[src/rtl/pacman_pkg.sv]
// -----------------------------------------------------------------------------
// pacman_pkg
// Shared types and constants for the Pac-Man sprite renderer:
//   dir_t        - facing direction as latched from the Dir input
//   anim_state_t - animation life cycle (ALIVE -> DYING -> DEAD -> ALIVE)
//   PALETTE      - 16-entry RGB888 palette, entry 0 is transparent
//   CHOMP_SEQ    - ROM frame order for the chomp cycle (wide, half, closed, half)
//   orient_xy    - maps sprite-local (lx,ly) to ROM (sx,sy) for a direction
// -----------------------------------------------------------------------------
package pacman_pkg;

    localparam int SPR_SIZE     = 16;
    localparam int ANIM_DIV     = 4;
    localparam int DEATH_FRAMES = 8;

    // First ROM frame of the death animation; frames 4..11.
    localparam logic [3:0] DEATH_BASE = 4'd4;

    typedef enum logic [1:0] {
        RIGHT = 2'd0,
        LEFT  = 2'd1,
        UP    = 2'd2,
        DOWN  = 2'd3
    } dir_t;

    typedef enum logic [1:0] {
        ALIVE = 2'd0,
        DYING = 2'd1,
        DEAD  = 2'd2
    } anim_state_t;

    localparam logic [23:0] PALETTE [0:15] = '{
        24'h000000, 24'hFFFF00, 24'h000000, 24'hFFFFFF,
        24'hFF0000, 24'h00FF00, 24'h0000FF, 24'hFFB8FF,
        24'h00FFFF, 24'hFFB852, 24'h2121DE, 24'hDEDEFF,
        24'hFF8000, 24'h808080, 24'h400040, 24'hC0C0C0
    };

    localparam logic [3:0] CHOMP_SEQ [0:3] = '{4'd0, 4'd1, 4'd2, 4'd1};

    // Returns {sy, sx}. The ROM art faces right; other facings are
    // produced by mirroring (LEFT) or transposing (UP/DOWN).
    function automatic logic [7:0] orient_xy(input dir_t dir,
                                             input logic [3:0] lx,
                                             input logic [3:0] ly);
        logic [7:0] sxy;
        case (dir)
            RIGHT:   sxy = {ly, lx};
            LEFT:    sxy = {ly, 4'd15 - lx};
            UP:      sxy = {lx, 4'd15 - ly};
            DOWN:    sxy = {lx, ly};
            default: sxy = {ly, lx};
        endcase
        return sxy;
    endfunction

endpackage

[src/rtl/pacman_anim_fsm.sv]
// -----------------------------------------------------------------------------
// pacman_anim_fsm
// Chomp / death animation sequencer, advanced by frame_tick.
// Ports:
//   clk, rst_n      - pixel clock, asynchronous active-low reset
//   i_frame_tick    - one pulse per video frame
//   i_moving        - chomp cycle only advances while high
//   i_die           - start death sequence (ALIVE only)
//   i_respawn       - leave DEAD (ignored if i_die is also high)
//   o_frame         - ROM frame number for the current state
//   o_visible       - low while DEAD
//   o_state         - current animation state
//   o_death_done    - one-cycle pulse on DYING -> DEAD
// -----------------------------------------------------------------------------
module pacman_anim_fsm
    import pacman_pkg::*;
(
    input  logic        clk,
    input  logic        rst_n,
    input  logic        i_frame_tick,
    input  logic        i_moving,
    input  logic        i_die,
    input  logic        i_respawn,
    output logic [3:0]  o_frame,
    output logic        o_visible,
    output anim_state_t o_state,
    output logic        o_death_done
);

    localparam int                DIV_W    = $clog2(ANIM_DIV);
    localparam int                IDX_W    = $clog2(DEATH_FRAMES);
    localparam logic [DIV_W-1:0]  DIV_LAST = DIV_W'(ANIM_DIV - 1);
    localparam logic [DIV_W-1:0]  DIV_ONE  = DIV_W'(1);
    localparam logic [IDX_W-1:0]  IDX_LAST = IDX_W'(DEATH_FRAMES - 1);
    localparam logic [IDX_W-1:0]  IDX_ONE  = IDX_W'(1);

    anim_state_t      r_state;
    logic [DIV_W-1:0] r_div;
    logic [1:0]       r_phase;
    logic [IDX_W-1:0] r_death_idx;
    logic [3:0]       r_frame;
    logic             r_visible;
    logic             r_death_done;

    logic [1:0]       w_phase_next;
    logic [IDX_W-1:0] w_idx_next;

    assign w_phase_next = r_phase + 2'd1;
    assign w_idx_next   = r_death_idx + IDX_ONE;

    // Animation state machine; frame/visible are kept registered alongside
    // the state so they change on the same edge as the state they describe.
    always_ff @(posedge clk or negedge rst_n) begin
        if (!rst_n) begin
            r_state      <= ALIVE;
            r_div        <= '0;
            r_phase      <= 2'd0;
            r_death_idx  <= '0;
            r_frame      <= 4'd0;
            r_visible    <= 1'b1;
            r_death_done <= 1'b0;
        end else begin
            r_death_done <= 1'b0;
            case (r_state)
                ALIVE: begin
                    // die has priority: a coincident frame_tick is dropped.
                    if (i_die) begin
                        r_state     <= DYING;
                        r_div       <= '0;
                        r_death_idx <= '0;
                        r_frame     <= DEATH_BASE;
                    end else if (i_frame_tick && i_moving) begin
                        if (r_div == DIV_LAST) begin
                            r_div   <= '0;
                            r_phase <= w_phase_next;
                            r_frame <= CHOMP_SEQ[w_phase_next];
                        end else begin
                            r_div <= r_div + DIV_ONE;
                        end
                    end
                end
                DYING: begin
                    if (i_frame_tick) begin
                        if (r_div == DIV_LAST) begin
                            r_div <= '0;
                            // Last death frame is held a full divider period.
                            if (r_death_idx == IDX_LAST) begin
                                r_state      <= DEAD;
                                r_frame      <= 4'd0;
                                r_visible    <= 1'b0;
                                r_death_done <= 1'b1;
                            end else begin
                                r_death_idx <= w_idx_next;
                                r_frame     <= DEATH_BASE + 4'(w_idx_next);
                            end
                        end else begin
                            r_div <= r_div + DIV_ONE;
                        end
                    end
                end
                DEAD: begin
                    if (i_respawn && !i_die) begin
                        r_state   <= ALIVE;
                        r_div     <= '0;
                        r_phase   <= 2'd0;
                        r_frame   <= CHOMP_SEQ[0];
                        r_visible <= 1'b1;
                    end
                end
                default: begin
                    r_state   <= ALIVE;
                    r_div     <= '0;
                    r_phase   <= 2'd0;
                    r_frame   <= 4'd0;
                    r_visible <= 1'b1;
                end
            endcase
        end
    end

    assign o_frame      = r_frame;
    assign o_visible    = r_visible;
    assign o_state      = r_state;
    assign o_death_done = r_death_done;

endmodule

[src/rtl/pacman_sprite_renderer.sv]
// -----------------------------------------------------------------------------
// pacman_sprite_renderer
// Pixel source for color_mapper: hit-tests the 16x16 Pac-Man sprite against
// the current draw position, fetches the palette index from an external
// synchronous ROM and outputs RGB two pixel clocks later.
// Ports:
//   Clk, Reset              - pixel clock, asynchronous active-low reset
//   frame_tick              - start of vertical blank; latches PacX/PacY/Dir
//   DrawX, DrawY            - current pixel
//   PacX, PacY, Dir         - sprite top-left and facing
//   moving, die, respawn    - animation controls
//   rom_addr / rom_data     - {frame,sy,sx} out, palette index back 1 Clk later
//   is_ball                 - opaque sprite pixel
//   pac_man_cut_data_out_*  - sprite colour (0 when not is_ball)
//   DrawX_d, DrawY_d        - DrawX/DrawY aligned with the colour outputs
//   death_done              - pulse when the death animation finishes
// -----------------------------------------------------------------------------
module pacman_sprite_renderer
    import pacman_pkg::*;
(
    input  logic        Clk,
    input  logic        Reset,
    input  logic        frame_tick,
    input  logic [9:0]  DrawX,
    input  logic [9:0]  DrawY,
    input  logic [9:0]  PacX,
    input  logic [9:0]  PacY,
    input  logic [1:0]  Dir,
    input  logic        moving,
    input  logic        die,
    input  logic        respawn,
    output logic [11:0] rom_addr,
    input  logic [3:0]  rom_data,
    output logic        is_ball,
    output logic [7:0]  pac_man_cut_data_out_R,
    output logic [7:0]  pac_man_cut_data_out_G,
    output logic [7:0]  pac_man_cut_data_out_B,
    output logic [9:0]  DrawX_d,
    output logic [9:0]  DrawY_d,
    output logic        death_done
);

    logic [9:0]  r_pos_x;
    logic [9:0]  r_pos_y;
    dir_t        r_dir;

    logic        r_in_box_s1;
    logic [9:0]  r_x_s1;
    logic [9:0]  r_y_s1;

    logic        r_ball_s2;
    logic [23:0] r_rgb_s2;
    logic [9:0]  r_x_s2;
    logic [9:0]  r_y_s2;

    logic [3:0]  w_frame;
    logic        w_visible;
    anim_state_t w_state;
    logic        w_death_done;

    logic [10:0] w_x_end;
    logic [10:0] w_y_end;
    logic        w_in_box;
    logic [3:0]  w_lx;
    logic [3:0]  w_ly;
    dir_t        w_dir_eff;
    logic [7:0]  w_sxy;
    logic        w_opaque;

    pacman_anim_fsm u_anim (
        .clk          (Clk),
        .rst_n        (Reset),
        .i_frame_tick (frame_tick),
        .i_moving     (moving),
        .i_die        (die),
        .i_respawn    (respawn),
        .o_frame      (w_frame),
        .o_visible    (w_visible),
        .o_state      (w_state),
        .o_death_done (w_death_done)
    );

    // Sprite position/facing only change at vertical blank so a frame never tears.
    always_ff @(posedge Clk or negedge Reset) begin
        if (!Reset) begin
            r_pos_x <= 10'd0;
            r_pos_y <= 10'd0;
            r_dir   <= RIGHT;
        end else if (frame_tick) begin
            r_pos_x <= PacX;
            r_pos_y <= PacY;
            r_dir   <= dir_t'(Dir);
        end
    end

    // 11-bit bounds so a sprite near X/Y=1023 clips instead of wrapping to 0.
    assign w_x_end  = {1'b0, r_pos_x} + 11'(SPR_SIZE);
    assign w_y_end  = {1'b0, r_pos_y} + 11'(SPR_SIZE);
    assign w_in_box = ({1'b0, DrawX} >= {1'b0, r_pos_x}) && ({1'b0, DrawX} < w_x_end) &&
                      ({1'b0, DrawY} >= {1'b0, r_pos_y}) && ({1'b0, DrawY} < w_y_end) &&
                      w_visible;

    // Only the low nibble of DrawX-PacX is needed; it equals the low nibble
    // of the full-width difference.
    assign w_lx      = DrawX[3:0] - r_pos_x[3:0];
    assign w_ly      = DrawY[3:0] - r_pos_y[3:0];
    assign w_dir_eff = (w_state == ALIVE) ? r_dir : RIGHT;
    assign w_sxy     = orient_xy(w_dir_eff, w_lx, w_ly);
    assign rom_addr  = {w_frame, w_sxy};

    assign w_opaque  = r_in_box_s1 && (rom_data != 4'd0);

    // Two-stage pixel pipeline: stage 1 covers the ROM read, stage 2 colours.
    always_ff @(posedge Clk or negedge Reset) begin
        if (!Reset) begin
            r_in_box_s1 <= 1'b0;
            r_x_s1      <= 10'd0;
            r_y_s1      <= 10'd0;
            r_ball_s2   <= 1'b0;
            r_rgb_s2    <= 24'd0;
            r_x_s2      <= 10'd0;
            r_y_s2      <= 10'd0;
        end else begin
            r_in_box_s1 <= w_in_box;
            r_x_s1      <= DrawX;
            r_y_s1      <= DrawY;
            r_ball_s2   <= w_opaque;
            r_rgb_s2    <= w_opaque ? PALETTE[rom_data] : 24'd0;
            r_x_s2      <= r_x_s1;
            r_y_s2      <= r_y_s1;
        end
    end

    assign is_ball                = r_ball_s2;
    assign pac_man_cut_data_out_R = r_rgb_s2[23:16];
    assign pac_man_cut_data_out_G = r_rgb_s2[15:8];
    assign pac_man_cut_data_out_B = r_rgb_s2[7:0];
    assign DrawX_d                = r_x_s2;
    assign DrawY_d                = r_y_s2;
    assign death_done             = w_death_done;

endmodule

[config.mk]
export PLATFORM = sky130hd
export DESIGN_NAME = pacman_sprite_renderer
export DESIGN_NICKNAME = d
export VERILOG_FILES = /design/src/rtl/pacman_pkg.sv /design/src/rtl/pacman_anim_fsm.sv /design/src/rtl/pacman_sprite_renderer.sv
export SDC_FILE = /design/constraint.sdc
export NUM_CORES = 1
export LEC_CHECK = 0
export CAP_MARGIN = 25
export CELL_PAD_IN_SITES_DETAIL_PLACEMENT = 1
export CELL_PAD_IN_SITES_GLOBAL_PLACEMENT = 1
export CORE_MARGIN = 2
export CORE_UTILIZATION = 39
export CTS_CLUSTER_SIZE = 24
export DETAILED_ROUTE_END_ITERATION = 6
export PLACE_DENSITY = 0.79
export SYNTH_ARGS = -nofsm -noshare
export SYNTH_HDL_FRONTEND = slang
export SYNTH_SLANG_ARGS = --single-unit
export TNS_END_PERCENT = 20
[constraint.sdc]
create_clock -name Clk -period 2.7 [get_ports Clk]
set_input_delay 0.27 -clock Clk [delete_from_list [all_inputs] [get_ports Clk]]
set_output_delay 0.27 -clock Clk [all_outputs]
set_load 0.01 [all_outputs]
==> results.txt, run 1 <==
The post-synthesis share of cell area spent on full adders, half adders and majority gates is 12.8%. In the finished design, the share of the clock period the worst path needs comes to 95.0%. The classification of the worst setup path is in -> out. At the placement stage, the worst setup path has a slack of -167 ps. The initial antenna violation count is 0. The reported max-cap violation count is 0. Buffers added to address setup during post-CTS repair amount to 0.

Summed over all instances, the cell type with the most area after synthesis is dfrtp_1. In the post-route analysis, the smallest setup slack over all paths is 135 ps. The number of sinks on the clock net came out at 94. The die width came out at 114 µm.

Among all cell types in the netlist, the one instantiated most often is dfrtp_1. Dividing the detail-routed via count by the number of cells gives 5.11. The overall die area is 0.0130 mm².

VDD sags by at most 0.328 mV. The most used flip-flop cell after synthesis is dfrtp_1. The worst pin sits at a relative slew slack of 56.9%. The run finished with clean final reports. Summed over its instances, the top area cell type makes up 49.3% of the synthesized netlist area. The number of failing setup endpoints in the final timing report came out at 0. For this design the static power due to leakage is 2.91 nW. The number of rows in the core area is 40. The antenna diode instance count is 0. During synthesis, Yosys emitted a total of 0 warnings.

The achievable clock frequency came out at 390 MHz. The final hold violation count is 0. The number of synthesized flops with an enable pin is 0. From synthesis to final layout, the design area changed by 33.9%. The HPWL after detailed placement is 9100 µm. The largest family of logic cells by synthesized area is compound AO/OA/AOI/OAI gates. The sequential fraction of design power came out at 40.2%. The TritonCTS buffer count is 9. The async set-reset flop share out of synthesis is 100%.

On the final layout, the worst clock skew is 5.03 ps. The clock period minus worst slack came out at 2560 ps. TritonCTS built the clock tree. The net switching component of the power is 0.00121 W. The fraction of final layout cells sized beyond drive strength 1 is 8.58%. Dividing total power by cell area gives a power density of 650 mW/mm². In this run the worst hold path is classified as reg -> reg. The mux cell area share after synthesis came out at 3.05%.

The worst setup path is launched from a primary input. Of the total synthesized cell area, the portion taken by AND, OR, NAND and NOR gates is 12.2%. No sink is reached through more buffers than the 2 on the longest clock path. The clock network is responsible for 32.3% of the overall power. The first detailed-routing pass took 4 iterations. The wire length of the first global-routing pass came out at 20,000 µm. After clock tree synthesis, the clock-pin slew on the worst setup and hold paths is 60 ps.

Sequential cells were found to cover 49.8% of the synthesized design area. The synthesized netlist occupies a cell area of 0.00472 mm². A synthesized cell averages 10.5 µm². By count the netlist is led by 93 x dfrtp_1, 46 x nand2_1, 45 x ha_1, 36 x inv_1, 35 x o21ai_0.

The detailed-route via count is 3,666. After detailed routing, the average wire length per cell comes to 16.7 µm. The worst-skew pair later-pin latency is 340 ps.

The global placer's final weighted congestion is 0.821. The number of DRC violations after detailed routing came out at 0. The final count of pins violating max slew is 0. The kind of end point of the critical path is an output port.

The post-synthesis cell count came out at 452. Combinational logic burns 27.5% of the power. The number of buffers inserted by port buffering is 109.

The violation count after the first detailed-route iteration is 115. The flip-flop and latch count after synthesis came out at 94. Entering global routing, the biggest net connects 52 pins. The total routing usage reported by global routing is 19.5%.

The total grt overflow came out at 0. The number of unique standard cell types used by synthesis came out at 48. The overall power after layout came out at 0.00411 W. The starting density of the core is 39.7%.

The remaining number of nets flagged by the antenna check after routing came out at 0. In this run the vertical extent of the chip is 114 µm. Wires add up to 12,000 µm. The number of top-level pins came out at 110.

Setup repair after global routing left no endpoint under its margin. The fraction of synthesized cell area in xor and xnor cells came out at 2.60%. The floorplan step defined a core boundary enclosing 0.0119 mm².

The count of nets after finishing came out at 665. The synthesized-area fraction occupied by ao, oa, aoi and oai cells is 14.0%. Synthesis produced a netlist with a net count of 551. The internal power component came out at 0.00290 W.

For the pin with the worst max-slew slack, the measured transition is 646 ps. The final instance count without filler cells is 718. The number of cells in the design after placement came out at 701. The number of global-route vias before repair came out at 4,000. At the worst endpoint, the arrival time is 2290 ps.

Ranked by total cell area, the synthesized netlist is headed by dfrtp_1 49%, ha_1 12%, o21ai_0 3.7%. The required time at the worst-slack endpoint is 2430 ps. The count of H-tree levels built during CTS came out at 3. Fill cells in the final layout number 1,305. The root buffer selected by CTS is clkbuf_16. Of the total power, the share spent switching nets is 29.4%. The highest fanout seen on the critical path came out at 2. Final hold analysis gives a worst-case slack of 351 ps.
[what timing repair did]
item | 4_1_cts | 5_1_grt
hold buffers | 1 | 0
pin swaps | 0 | 1
resized for setup | 7 | 1
hold endpoints to repair | 50 | 0
setup endpoints to repair | 4 | 2
[final cells by class]
type	instances	area [µm²]	area share, %
clock buffer	12	256	4.06
clock inverter	4	53.8	0.851
inverter	36	135	2.14
multi-input combinational	300	2120	33.5
sequential	94	2350	37.2
tap	147	184	2.91
timing repair buffer	125	1220	19.3
[through the flow]
step	setup TNS [ps]	utilization [%]	instance area, µm²
6_report	0	53.1	6320
5_1_grt	0	53.1	6320
4_1_cts	-29.1	53.1	6320
3_5_place_dp	-243	50.3	5990
3_3_place_gp	-146	50.3	5990
2_1_floorplan	0	-	4720
[cell usage in the layout (no fill, tap or decap), types with 5 or more instances in the layout]
master | netlist | routed
nand2_1 | 46 | 46
ha_1 | 45 | 45
inv_1 | 36 | 36
buf_4 | 10 | 15
clkbuf_16 | 0 | 9
xor2_1 | 5 | 5
nor3_1 | 7 | 6
dfrtp_1 | 93 | 93
nand2b_1 | 10 | 10
xnor2_1 | 9 | 9
nor2_1 | 22 | 22
mux2_2 | 7 | 7
mux2i_1 | 5 | 5
o21ai_0 | 35 | 34
a21oi_1 | 33 | 33
clkdlybuf4s50_1 | 0 | 104
nand3_1 | 15 | 15
a21o_1 | 11 | 11
nor2b_1 | 6 | 6
[power by group through the flow]
stage	Clock [W]	Sequential (W)	Combinational [W]
floorplan	0	0.00168	0.000620
global placement	0	0.00167	0.00109
detailed placement	0	0.00168	0.00114
CTS	0.00135	0.00165	0.00115
global route	0.00142	0.00167	0.00127
finish	0.00133	0.00165	0.00113
[flip-flops by register name (all words and copies together), names as in the netlist]
register	cells
u_anim.r_death_idx	3
r_x_s1	10
r_y_s1	10
u_anim.r_div	2
DrawX_d	10
u_anim.o_frame	4
u_anim.r_phase	2
is_ball	1
r_pos_y	10
r_dir	2
DrawY_d	10
u_anim.o_state	2
r_pos_x	10
r_rgb_s2	15
u_anim.o_death_done	1
r_in_box_s1	1
u_anim.o_visible	1
[critical path: stages]
cell and delay, ps:
clkdlybuf4s50_1 470, inv_1 40, ha_1 210, fa_1 400
xor2_1 190, a21oi_1 150, clkdlybuf4s50_1 550
[kinds of logic after synthesis]
family	after synthesis
buffers and inverters	58
DFF	94
adders and majority gates	47
and+or+nand+nor	120
muxes	13
xor gates and xnor gates	14
AOI/OAI and AO/OA	106
[metal layers]
metal	share of wire, %	up-vias	track usage, %
li1	-	1771	-
met1	46	1800	25.8
met2	49	81	33.1
met3	2.9	14	2.49
met4	1.8	0	7.15
met5	0	-	0
[worst paths after layout]
check                                       start                      endpoint  slack (ps)  depth (start not counted)
min in group asynchronous                   Reset         r_rgb_s2[5]$_DFF_PN0_         520                          2
setup / recovery                         DrawY[0]                   rom_addr[6]         140                          7
hold / removal                r_y_s1[3]$_DFF_PN0_          DrawY_d[3]$_DFF_PN0_         350                          0
setup reg to reg           r_pos_x[6]$_DFFE_PN0P_         r_in_box_s1$_DFF_PN0_         460                          8
hold reg to reg               r_y_s1[3]$_DFF_PN0_          DrawY_d[3]$_DFF_PN0_         350                          0
max in group asynchronous                   Reset  u_anim.o_visible$_DFFE_PN1P_        1450                          3
No activity file was read; power rests on OpenSTA's default activity.
==> inputs of run 2 (changes only) <==
--- a/config.mk
+++ b/config.mk
@@ -8,7 +8,7 @@
 export CAP_MARGIN = 25
 export CELL_PAD_IN_SITES_DETAIL_PLACEMENT = 1
 export CELL_PAD_IN_SITES_GLOBAL_PLACEMENT = 1
-export CORE_MARGIN = 2
+export CORE_MARGIN = 4
 export CORE_UTILIZATION = 39
 export CTS_CLUSTER_SIZE = 24
 export DETAILED_ROUTE_END_ITERATION = 6
==> run 2 against run 1 <==
Compared with the run above:
- highest routed layer unchanged
- clock-buffer cell count is 1 higher
- design area fell by 0.22%
- worst hold slack got worse by 40 ps
- sequential share of layout area increased by 0.081 points
- critical path type is now reg -> out
- routed wire length rose by 4.0%
- largest cell class unchanged
- via count grew 1.9%
- non-clock buffer count is 3 higher
- die area up 7.1%
- total power decreased by 1.7%
==> results.txt, run 2 (same netlist as run 1, synthesis figures left out) <==
The count of nets after finishing came out at 668. The number of optimization iterations in the first detailed-route pass came out at 4. The number of fill cells is 1,288. The transition time at the pin with the least slew margin came out at 577 ps. Setup violations remaining at the end of the flow were counted as 0.

met2 is the most crowded layer. The number of cells on the worst reg-to-reg path is 8. The slowest cell on the critical path is dfrtp_1. The final hold violation count is 0. Counting the buffers created by CTS gives 9. The worst setup path is launched from a register. The overall die area is 0.0139 mm². Setup repair after global routing left no endpoint under its margin. The final count of pins violating max slew came to 0. The worst relative slew slack came out at 61.4%. Along the worst path, the maximum fanout reaches 3. The required time at the worst-slack endpoint came out at 2430 ps. The largest net degree at the start of global routing came out at 83. The flip-flop count of the largest register after layout is 15. The smallest setup slack after layout came out at 110 ps. The internal power component came out at 0.00285 W. The layout overhead on the synthesized area is 33.6%.

For this block, the via count after detailed routing is 3,734. On the final layout, the worst clock skew is 5.76 ps. Clock-pin slew was measured on the worst setup and hold paths at 60 ps. After detailed routing, the number of remaining DRC violations is 0. The net switching component of the power is 0.00120 W.

The worst reg-to-reg setup slack came out at 480 ps. The routed wire length came out at 12,500 µm. The global placer's final weighted congestion is 0.828.

In the layout the commonest cells are 103 x clkdlybuf4s50_1, 93 x dfrtp_1, 46 x nand2_1. Data arrives at the worst endpoint at 2320 ps. The register bank with the most flops is r_rgb_s2.

The multi-input combinational cells in the finished layout cover a total of 0.00211 mm². The fraction of final layout cells sized beyond drive strength 1 is 8.54%. The violation count after the first detailed-route iteration came out at 94. Buffers placed on the I/O ports in this run total 109. The root buffer cell chosen for the clock tree is clkbuf_16.

Leaving out fill and tap cells, the most frequent cell in the layout is clkdlybuf4s50_1. The number of antenna diodes in the final layout is 0. The global-route track usage on met3 came out at 3.94%. The sequential standard cell area is 0.00235 mm². The buffers inserted during post-CTS setup optimization is 0.

The worst setup path is captured at an output port. The worst-case IR drop observed on VDD is 0.256 mV. The number of buffers on the longest clock path is 2. The core box area came out at 0.0116 mm². Global routing finished with a remaining overflow of 0. Net switching is 29.6% of the power. The final instance area came out at 0.00631 mm². For this run, global-route usage on met2 was measured as 32.4%.

The power share of the clock group is 30.8%. Counting I/O delays and the setup requirement, the final critical path takes 2590 ps. The launch instance of the worst register-to-register path is r_pos_x[6]$_DFFE_PN0P_. Following the worst setup path forward leads to its endpoint at rom_addr[3]. TritonCTS built the clock tree. The flow ran to the end, and the final reports show no timing, DRC or antenna violations. Using the TritonRoute via totals, the vias-per-cell ratio works out to 5.21.

The reported max-cap violation count is 0. Walking the worst path, the cells encountered are inv_1 -> ha_1 -> nor2b_1 -> o311a_1 -> a31oi_1 -> o21ai_0 -> xor2_1 -> dlygate4sd2_1. The power share of the combinational group is 28.4%. The longest individual stage delay on the worst path came out at 360 ps.

The number of rows in the core area is 39. Dividing the final minimum period by the clock period gives 95.9%. Sequential cells account for 40.9% of the total power. The vertical die dimension is 118 µm.

The die width came out at 118 µm. The worst-skew pair later-pin latency is 350 ps. The endpoint identified for the worst register-to-register timing path is r_in_box_s1$_DFF_PN0_. The standard cell area after detailed placement came out at 0.00599 mm². The starting density of the core is 40.7%. The estimated wirelength of the detail-placed design came out at 9380 µm. In this run the number of H-tree levels came out at 3. Counting every sink on the clock net gives 94. The min-delay analysis places its worst path in the category in -> async. The met1 usage is 23.0%.

The wire length of the first global-routing pass is 21,200 µm. The core occupancy in the finished layout came out at 54.3%. In this run the static leakage power is 2.91 nW. In this run the worst setup path begins at r_pos_x[1]$_DFFE_PN0P_.

After detailed routing, the average wire length per cell comes to 17.4 µm. The setup slack at placement is -198 ps. The power per cell area is 640 mW/mm². The remaining number of nets flagged by the antenna check after routing is 0. The initial antenna violation count came out at 0. The achievable clock frequency is 386 MHz. The critical path is of the reg -> out type. The number of top-level pins is 110. The total routing usage reported by global routing came out at 18.8%. The number of global-route vias before repair came out at 4,186.
## run 2: cell type report
cell class,count,area share [%]
inverters,36,2.14
clock inverters,3,0.714
well taps,143,2.84
repair buffers,128,19.7
multi-input cells,300,33.5
flip-flops and latches,94,37.3
clock buffers,13,3.81
## run 2: what timing repair did
action | in CTS | in global routing
hold buffers | 0 | 1
endpoints found under the setup margin | 5 | 1
gates resized for setup | 7 | 2
pin swaps | 1 | 0
endpoints found under the hold margin | 0 | 12
## run 2: worst max-delay path, delay by kind of cell, from the launching register on
family,cells,cell delay [ps]
compound gates,3,580
buf+inv,2,420
flops,1,360
fa+ha+maj,1,260
xor+xnor,1,190
simple gates,1,160
## run 2: power by group through the flow
stage | registers, W | clock network [W] | logic [W]
after floorplan | 0.00168 | 0 | 0.000620
after CTS | 0.00165 | 0.00129 | 0.00116
after global placement | 0.00167 | 0 | 0.00109
after detailed placement | 0.00168 | 0 | 0.00115
final | 0.00165 | 0.00124 | 0.00115
after global routing | 0.00167 | 0.00135 | 0.00129
## run 2: stage by stage
stage | std cells | hold WS [ps] | setup TNS [ps] | power [W]
4_1_cts | 715 | 143 | 0 | 0.00410
3_5_place_dp | 699 | 336 | -470 | 0.00283
3_3_place_gp | 699 | 332 | -143 | 0.00276
5_1_grt | 717 | 333 | 0 | 0.00431
6_report | 717 | 311 | 0 | 0.00404
2_1_floorplan | 452 | -25.6 | 0 | 0.00230
## run 2: per-layer routing
metal  part of all wire (%)  vias up
met3                    4.3       15
met5                      0        -
met2                     51       93
met4                    1.7        0
met1                     43     1853
li1                       -     1773
## run 2: worst min path at each step
stage,start,endpoint
finish,Reset,r_rgb_s2[4]$_DFF_PN0_
global route,Reset,r_rgb_s2[4]$_DFF_PN0_
CTS,Reset,r_rgb_s2[4]$_DFF_PN0_
detailed placement,r_x_s1[8]$_DFF_PN0_,DrawX_d[8]$_DFF_PN0_
global placement,r_x_s1[8]$_DFF_PN0_,DrawX_d[8]$_DFF_PN0_
floorplan,Reset,DrawX_d[0]$_DFF_PN0_
==> inputs of run 3 (changes only) <==
--- a/config.mk
+++ b/config.mk
@@ -13,6 +13,7 @@
 export CTS_CLUSTER_SIZE = 24
 export DETAILED_ROUTE_END_ITERATION = 6
 export PLACE_DENSITY = 0.79
+export RECOVER_POWER = 25
 export SYNTH_ARGS = -nofsm -noshare
 export SYNTH_HDL_FRONTEND = slang
 export SYNTH_SLANG_ARGS = --single-unit
==> run 3 against run 2 <==
Compared with the run above:
- total power decreased by 0.13%
- global-route usage unchanged
- setup slack got worse by 2.2 ps
- critical path type unchanged
- register-to-register slack about the same
- clock-buffer cell count unchanged
- first-iteration DRC count increased by 8.5%
- combinational power about the same
- sequential power about the same
- die area unchanged
- core utilization decreased by 0.18 points
- clock power about the same
- routed wire length about the same
==> results.txt, run 3 (same netlist as run 1, synthesis figures left out) <==
The remaining number of nets flagged by the antenna check after routing came out at 0. The transition time at the pin with the least slew margin came out at 951 ps. The internal power component came out at 0.00284 W. The library cell used most frequently in the layout, excluding fill and tap cells, is dfrtp_1.

The startpoint identified for the worst hold timing path is r_x_s1[1]$_DFF_PN0_. The achievable clock frequency came out at 386 MHz. The starting density of the core came out at 40.7%.

The sequential fraction of design power is 40.9%. Clock latency on the worst-skew pair, taken at its later pin, is 350 ps. The total routing usage reported by global routing is 18.8%. The die width came out at 118 µm. The initial antenna violation count was 1.

The static leakage power is 2.90 nW. The fraction of final layout cells sized beyond drive strength 1 is 8.36%. The number of buffers inserted by port buffering is 109. The number of DRC violations after detailed routing came out at 0. Pin placement for this block handled 110 I/O pins. In the final routed layout, each cell accounts on average for 17.4 µm. The worst setup path is captured at an output port. Global routing consumed, on the met3 layer, 3.94% of the routing resources. In the final layout, the multi-input gates occupy 0.00211 mm². In this run switching power makes up 29.7% of total power. On the final layout, the worst clock skew is 5.19 ps. The routed wire length is 12,500 µm. The final instance count without filler cells is 718. Global routing used 32.4% of the available met2 tracks.

The detailed router placed 3,753 vias in this run. The required time at the worst-slack endpoint is 2430 ps. The core box area is 0.0116 mm².

The worst relative slew slack came out at 36.6%. Clock tree synthesis found a total of 94 sinks. The met1 usage is 23.0%.

In this run the cell area measured after placement is 0.00599 mm². After global routing the overflow that remains totals 0. The detailed-route vias per instance is 5.23.

The global placer's final weighted congestion came out at 0.828. The final hold violation count is 0. Entering global routing, the biggest net connects 83 pins. The number of global-route vias before repair is 4,186. Total power for the finished layout comes to 0.00404 W.

STA classifies the critical path startpoint as a register. The worst ir drop on vdd is 0.255 mV. From synthesis to final layout, the design area changed by 33.1%. The critical path starts at r_pos_x[1]$_DFFE_PN0P_.

The final count of pins violating max slew came out at 0. The cell sitting at the root of the clock tree is a clkbuf_16. The classification of the worst-slack hold path is reg -> reg. The highest fanout seen on the critical path is 3. The estimated wirelength of the detail-placed design came out at 9380 µm.

The number of cells in the design after placement came out at 699. The number of fill cells is 1,292. The worst setup path is of the reg -> out kind. For this block, the initial DRC count from the detailed router was 102. The number of buffers on the longest clock path is 2. The overall die area is 0.0139 mm².

The number of rows in the core area is 39. Registers take 0.00235 mm². The top cell types in the final layout, fill and taps aside, are 93 x dfrtp_1, 87 x clkdlybuf4s50_1, 46 x nand2_1.

The flow ran to the end, and the final reports show no timing, DRC or antenna violations. The power share of the combinational group came out at 28.2%. Data arrives at the worst endpoint at 2320 ps. The clock period minus worst slack came out at 2590 ps.

The power per cell area came out at 642 mW/mm². Ranked by flip-flop count, first place goes to r_rgb_s2. The worst path uses 96.0% of the clock period. In this run, CTS created clock tree buffers numbering 9. Once layout is done, the placed cells without fillers occupy 0.00629 mm². The launch instance of the worst register-to-register path is r_pos_x[6]$_DFFE_PN0P_. TritonCTS built the clock tree. Clock-pin slew was measured on the worst setup and hold paths at 60 ps. The reported max-cap violation count came out at 0. The layer carrying the most global-route usage is met2. The clock tree synthesis step divided the H-tree into 3 levels. The number of failing setup endpoints in the final timing report came out at 0. Once the clock tree was built, the setup fixing pass inserted 0 buffers. The die is 118 µm tall. The net switching component of the power is 0.00120 W. The clock network burns 30.9% of the power. The flip-flop count of the largest register after layout came out at 15. Setup slack on the worst reg-to-reg path comes out at 470 ps.

The tightest hold path in the finished design has a slack of 348 ps. The final layout contains 668 nets. The number of optimization iterations in the first detailed-route pass came out at 4. The wire length of the first global-routing pass came out at 21,200 µm.
## run 3: cell type report
cell class                 instances  area share [%]
antenna                            1          0.0398
clock buffer                      13            3.82
clock inverter                     3           0.716
inverter                          36            2.15
multi-input combinational        300            33.6
sequential                        94            37.4
tap                              143            2.84
timing repair buffer             128            19.4
## run 3: final timing paths
kind | to | cells after the start
max | rom_addr[3] | 8
min | DrawX_d[1]$_DFF_PN0_ | 0
max reg2reg | r_in_box_s1$_DFF_PN0_ | 8
min reg2reg | DrawX_d[1]$_DFF_PN0_ | 0
max in group asynchronous | DrawY_d[1]$_DFF_PN0_ | 4
min in group asynchronous | r_rgb_s2[4]$_DFF_PN0_ | 2
## run 3: worst max-delay path: stages, from the launching register on
cell           delay [ps]
dfrtp_1               360
inv_1                 120
ha_1                  260
nor2b_1               160
o311a_1               290
a31oi_1               160
o21ai_0               140
xor2_1                190
dlygate4sd2_1         300
## run 3: repair_timing
item / 4_1_cts / 5_1_grt
pin swaps: 1 / 0
setup endpoints to repair: 5 / 1
gates resized for setup: 7 / 2
cloned: 0 / 0
endpoints found under the hold margin: 0 / 12
hold buffers: 0 / 1
## run 3: stage by stage
step / setup WS [ps] / setup TNS, ps / util [%]
after global placement: -92.2 / -143 / 51.6
after CTS: 66.5 / 0 / 54.1
final: 108 / 0 / 54.2
after detailed placement: -198 / -470 / 51.6
after global routing: -10.7 / -10.7 / 54.2
after floorplan: 799 / 0 / -
## run 3: layer usage
layer  vias to the layer above  wire length, µm
met5                         -                0
met4                         0              221
met3                        16              546
met2                        87             6350
met1                      1874             5370
li1                       1776                -
## run 3: power by group through the flow
stage	clock, W	combinational [W]	sequential, W
finish	0.00125	0.00114	0.00165
global route	0.00135	0.00128	0.00167
CTS	0.00129	0.00116	0.00165
detailed placement	0	0.00115	0.00168
global placement	0	0.00109	0.00167
floorplan	0	0.000620	0.00168
